**src/rtl/exec_adder.sv**
```systemverilog
// rtl/exec_adder.sv - integer adder functional unit feeding the common data bus
// Accepts one ready instruction, executes for LATENCY cycles, then holds the result until granted.

`ifndef DEVICE_ADDER
`define DEVICE_ADDER 3'd1
`endif
`ifndef ADDER_ALGO_ADD
`define ADDER_ALGO_ADD 2'b00
`endif
`ifndef ADDER_ALGO_SUB
`define ADDER_ALGO_SUB 2'b01
`endif
`ifndef ADDER_ALGO_SLT
`define ADDER_ALGO_SLT 2'b10
`endif
`ifndef ADDER_ALGO_SLTU
`define ADDER_ALGO_SLTU 2'b11
`endif

module exec_adder #(
  parameter int         LATENCY   = 2,
  parameter logic [2:0] DEVICE_ID = `DEVICE_ADDER
) (
  input  logic        clk,
  input  logic        rst,
  input  logic        in_buzy,
  input  logic        in_ready,
  input  logic [1:0]  in_algorithm,
  input  logic [35:0] in_valueA,
  input  logic [35:0] in_valueB,
  output logic        nxt_buzy,
  input  logic        cdb_grant,
  output logic        cdb_req,
  output logic [2:0]  cdb_req_device,
  output logic [31:0] cdb_req_value
);

  localparam logic [3:0] LP_CNT_INIT = 4'(LATENCY - 1);

  typedef enum logic [1:0] {
    S_IDLE     = 2'd0,
    S_EXEC     = 2'd1,
    S_WAIT_CDB = 2'd2
  } state_t;

  state_t      r_state;
  logic [3:0]  r_cnt;
  logic [1:0]  r_alg;
  logic [31:0] r_a;
  logic [31:0] r_b;
  logic [31:0] r_result;
  logic        r_nxt_buzy;
  logic        r_cdb_req;

  logic [32:0] w_sub33;
  logic        w_lt_signed;
  logic        w_lt_unsigned;
  logic [31:0] w_result;
  logic        w_unused_tags;

  assign w_unused_tags = ^{in_valueA[35:32], in_valueB[35:32]};

  // One 33-bit subtract yields the difference, the unsigned borrow and the signed compare.
  assign w_sub33       = {1'b0, r_a} - {1'b0, r_b};
  assign w_lt_unsigned = w_sub33[32];
  assign w_lt_signed   = (r_a[31] != r_b[31]) ? r_a[31] : w_sub33[31];

  always_comb begin
    w_result = 32'd0;
    case (r_alg)
      `ADDER_ALGO_ADD:  w_result = r_a + r_b;
      `ADDER_ALGO_SUB:  w_result = w_sub33[31:0];
      `ADDER_ALGO_SLT:  w_result = {31'd0, w_lt_signed};
      `ADDER_ALGO_SLTU: w_result = {31'd0, w_lt_unsigned};
      default:          w_result = 32'd0;
    endcase
  end

  always_ff @(posedge clk or posedge rst) begin
    if (rst) begin
      r_state    <= S_IDLE;
      r_cnt      <= 4'd0;
      r_alg      <= 2'd0;
      r_a        <= 32'd0;
      r_b        <= 32'd0;
      r_result   <= 32'd0;
      r_nxt_buzy <= 1'b0;
      r_cdb_req  <= 1'b0;
    end else begin
      case (r_state)
        S_IDLE: begin
          if (in_buzy && in_ready) begin
            r_alg      <= in_algorithm;
            r_a        <= in_valueA[31:0];
            r_b        <= in_valueB[31:0];
            r_cnt      <= LP_CNT_INIT;
            r_nxt_buzy <= 1'b1;
            r_state    <= S_EXEC;
          end
        end
        S_EXEC: begin
          if (r_cnt == 4'd0) begin
            r_result  <= w_result;
            r_cdb_req <= 1'b1;
            r_state   <= S_WAIT_CDB;
          end else begin
            r_cnt <= r_cnt - 4'd1;
          end
        end
        S_WAIT_CDB: begin
          // The result is dropped on the grant edge so the value bus idles at zero.
          if (cdb_grant) begin
            r_result   <= 32'd0;
            r_cdb_req  <= 1'b0;
            r_nxt_buzy <= 1'b0;
            r_state    <= S_IDLE;
          end
        end
        default: begin
          r_result   <= 32'd0;
          r_cdb_req  <= 1'b0;
          r_nxt_buzy <= 1'b0;
          r_state    <= S_IDLE;
        end
      endcase
    end
  end

  assign nxt_buzy       = r_nxt_buzy;
  assign cdb_req        = r_cdb_req;
  assign cdb_req_device = DEVICE_ID;
  assign cdb_req_value  = r_result;

endmodule

```
**config.mk**
```make
export PLATFORM = sky130hd
export DESIGN_NAME = exec_adder
export DESIGN_NICKNAME = d
export VERILOG_FILES = /design/src/rtl/exec_adder.sv
export SDC_FILE = /design/constraint.sdc
export NUM_CORES = 1
export LEC_CHECK = 0
export ABC_AREA = 1
export CAP_MARGIN = 20
export CORE_MARGIN = 8
export CORE_UTILIZATION = 25
export CTS_CLUSTER_DIAMETER = 50
export DETAILED_ROUTE_END_ITERATION = 10
export GPL_TIMING_DRIVEN = 1
export REMOVE_ABC_BUFFERS = 1
export SYNTH_ARGS = -nofsm -noshare
export SYNTH_HDL_FRONTEND = slang
export SYNTH_SLANG_ARGS = --single-unit
```
**constraint.sdc**
```tcl
create_clock -name clk -period 4.25 [get_ports clk]
set_clock_uncertainty 0.2 [all_clocks]
set_input_delay 0.6375 -clock clk [delete_from_list [all_inputs] [get_ports clk]]
set_output_delay 0.6375 -clock clk [all_outputs]
set_load 0.01 [all_outputs]
```
==> impl_metrics.env <==
export IMPL_route_detailed_drc=0
export IMPL_irDropWorstVdd_uv=285.5
export IMPL_maxCapViolations=0
export IMPL_crit_type="reg2reg"
export IMPL_area_growth_syn_to_layout_pct=18.80
export IMPL_cp_required_ns=4.31
export IMPL_powerDensity_mw_per_mm2=915.6
export IMPL_synth_adder_area_share=0.09601
export IMPL_die_width_um=208.1
export IMPL_muxShareOfSynthArea=0
export IMPL_htree_levels=3
export IMPL_ys_ff_latch=106
export IMPL_layout_worst_path_cycle_share=0.7001
export IMPL_synthFlopType="dfrtp_1"
export IMPL_syn_area_mm2=0.009226
export IMPL_yosys_area_share_simple=0.3720
export IMPL_vias=9161
export IMPL_mostFrequentLayoutCell="nand2_1"
export IMPL_io_buffers=104
export IMPL_initial_utilization=0.2526
export IMPL_clk_latency_ns=0.38
export IMPL_clk_path_buf_depth=2
export IMPL_finalSetupTns_ns=0
export IMPL_synth_area_leaders="dfrtp_1, nand2_1, inv_1"
export IMPL_clkSinkCount=106
export IMPL_yosys_area_top_type_share=0.2875
export IMPL_placed_cell_area_mm2=0.01064
export IMPL_path_cells="inv_1 > ha_1 > nand2_1 > nor2_1 > nand3_1 > nand3_1 > nand2_1 > nand2_1 > nand2_1 > nand3_1 > fa_1 > nand2_1 > nand2_1 > nand3_1 > nand2_1"
export IMPL_grt_max_degree=75
export IMPL_cts_hold_buf=0
export IMPL_rsz0062_at_grt="no"
export IMPL_clk_pin_slew_worst_paths_ns=0.07
export IMPL_fmax_mhz=336.1
export IMPL_post_cts_resize_count=0
export IMPL_ys_types=40
export IMPL_yosys_warnings=0
export IMPL_first_pass_iters=5
export IMPL_ioPinCount=116
export IMPL_multi_input_area_mm2=0.005270
export IMPL_vias_per_cell=4.473
export IMPL_finalHoldViolCount=0
export IMPL_cp_start_kind="flop"
export IMPL_avgSynthCellArea_um2=6.139
export IMPL_antenna_found_initial=0
export IMPL_diodes=0
export IMPL_crit_start="r_b[7]$_DFFE_PP0P_"
export IMPL_drt_iter0_drc=466
export IMPL_grt_pass1_wl_mm=48.24
export IMPL_die_area_mm2=0.04331
export IMPL_grt_usage=0.1401
export IMPL_cts_tree="built"
export IMPL_path_max_fanout=9
export IMPL_wl_mm=30.47
export IMPL_setup_viol=0
export IMPL_fillers=4053
export IMPL_relSlewSlack=0.3445
export IMPL_finalMaxSlewViolations=0
export IMPL_synth_top_family_by_area="simple AND/OR/NAND/NOR gates"
export IMPL_crit_top_cell="nand2_1"
export IMPL_end_kind="flop"
export IMPL_dp_hpwl_mm=24.36
export IMPL_post_cts_buffers=0
export IMPL_seqCellArea_mm2=0.002653
export IMPL_period_minus_slack_ns=2.976
export IMPL_leakagePower_nw=5.982
export IMPL_nNetsFinal=1723
export IMPL_ant_nets=0
export IMPL_crit_slowest_cell="ha_1"
export IMPL_synth_xor_area_share=0.009493
export IMPL_gp_congestion=0.8611
export IMPL_grt_ovfl_total=0
export IMPL_yosysSeqAreaShare=0.2875
export IMPL_synth_area_leader_cell="dfrtp_1"
export IMPL_r2r_start="r_b[7]$_DFFE_PP0P_"
export IMPL_synth_compound_gate_area_share=0.09222
export IMPL_rows=70
export IMPL_worst_slew_pin_transition_ns=0.9833
export IMPL_drive_above_1_share=0.03544
export IMPL_synthArstFlopShare=1.000
export IMPL_core_mm2=0.03652
export IMPL_die_y_um=208.1
export IMPL_finalInstanceArea_mm2=0.01096
export IMPL_status="finished clean"
export IMPL_synth_edf_count=0
export IMPL_synthCells=1503
export IMPL_cts_buffers=9
export IMPL_wl_per_cell_um=14.88
export IMPL_final_cell_mix="nand2_1, inv_1, nand3_1, dfrtp_1, clkdlybuf4s50_1"
export IMPL_hold_start="cdb_req_value[12]$_DFFE_PP0P_"
export IMPL_grt_pass1_vias=8999
export IMPL_max_stage_delay_ns=0.49
export IMPL_hold_class="reg2reg"
export IMPL_cp_data_arrival_time_ns=3.04
export IMPL_root_buffer="clkbuf_16"
[logic make-up after synthesis]
logic type | count (synthesis)
flops | 106
buf+inv | 317
other cells | 2
xor+xnor | 10
fa+ha+maj | 69
simple gates | 841
compound gates | 158
[routing by layer]
| layer | track usage | vias up | wire (µm) |
|---|---|---|---|
| met5 | 0 | - | 0 |
| met4 | 0.05164 | 0 | 811 |
| met3 | 0.01864 | 39 | 1214 |
| met2 | 0.2299 | 202 | 13780 |
| met1 | 0.1858 | 4193 | 14670 |
| li1 | - | 4727 | - |
[cell usage after synthesis, drive strengths merged, types with 3 or more instances]
cell      n
nor2    105
inv     262
o21bai    9
o22ai     3
clkbuf   15
dfrtp   106
o21ai    82
a22o      5
a21oi    54
buf      40
nor3     10
nand4     8
fa        3
xor2      9
ha       66
nand2   602
nand3   109
[final cells by class]
cell class | count | area share
inverters | 262 | 0.08995
clock buffers | 9 | 0.02055
clock inverters | 7 | 0.008447
multi-input cells | 1081 | 0.4808
well taps | 468 | 0.05342
repair buffers | 115 | 0.1048
flip-flops and latches | 106 | 0.2420
[sequential cells by signal (all words and copies together) (netlist names)]
signal and count:
r_cnt 4, r_b 32, r_a 32, r_state 2
nxt_buzy 1, cdb_req_value 32, cdb_req 1, r_alg 2
[per-stage QoR]
stage                     worst slack (ns)  hold slack [ns]  std cells  power [mW]  utilization
after CTS                            1.262           0.2857       2048       10.09       0.3001
after detailed placement             1.277           0.2658       2032       9.102       0.2914
after global placement               1.280           0.2651       2032       9.019       0.2914
after global routing                 1.002           0.2996       2048       11.12       0.3001
after floorplan                     0.6236           0.2833       1449       6.733            -
final                                1.274           0.2802       2048       10.03       0.3001
[worst paths after layout]
check	slack [ns]	cells past startpoint	endpoint
max in group asynchronous	2.49	3	r_b[28]$_DFFE_PP0P_
worst min-delay path	0.28	2	cdb_req_value[12]$_DFFE_PP0P_
worst max-delay path	1.27	15	cdb_req_value[31]$_DFFE_PP0P_
worst max register to register	1.27	15	cdb_req_value[31]$_DFFE_PP0P_
min in group asynchronous	0.65	2	cdb_req_value[6]$_DFFE_PP0P_
worst min register to register	0.28	2	cdb_req_value[12]$_DFFE_PP0P_
[power breakdown]
group / switching, mW / internal (mW) / leakage, nW
clock: 0.453 / 0.476 / 0.156
sequential: 0.329 / 1.48 / 1.34
combinational: 4.93 / 2.37 / 4.49
total: 5.71 / 4.32 / 5.98
[critical path, delay by kind of cell, from the launching register on]
kind                     cells  cell delay, ns
AND/OR/NAND/NOR             12            1.34
adder cells (fa/ha/maj)      2            0.91
flip-flops                   1            0.35
buffers and inverters        1            0.07
Power figures use the tool's default switching activity.
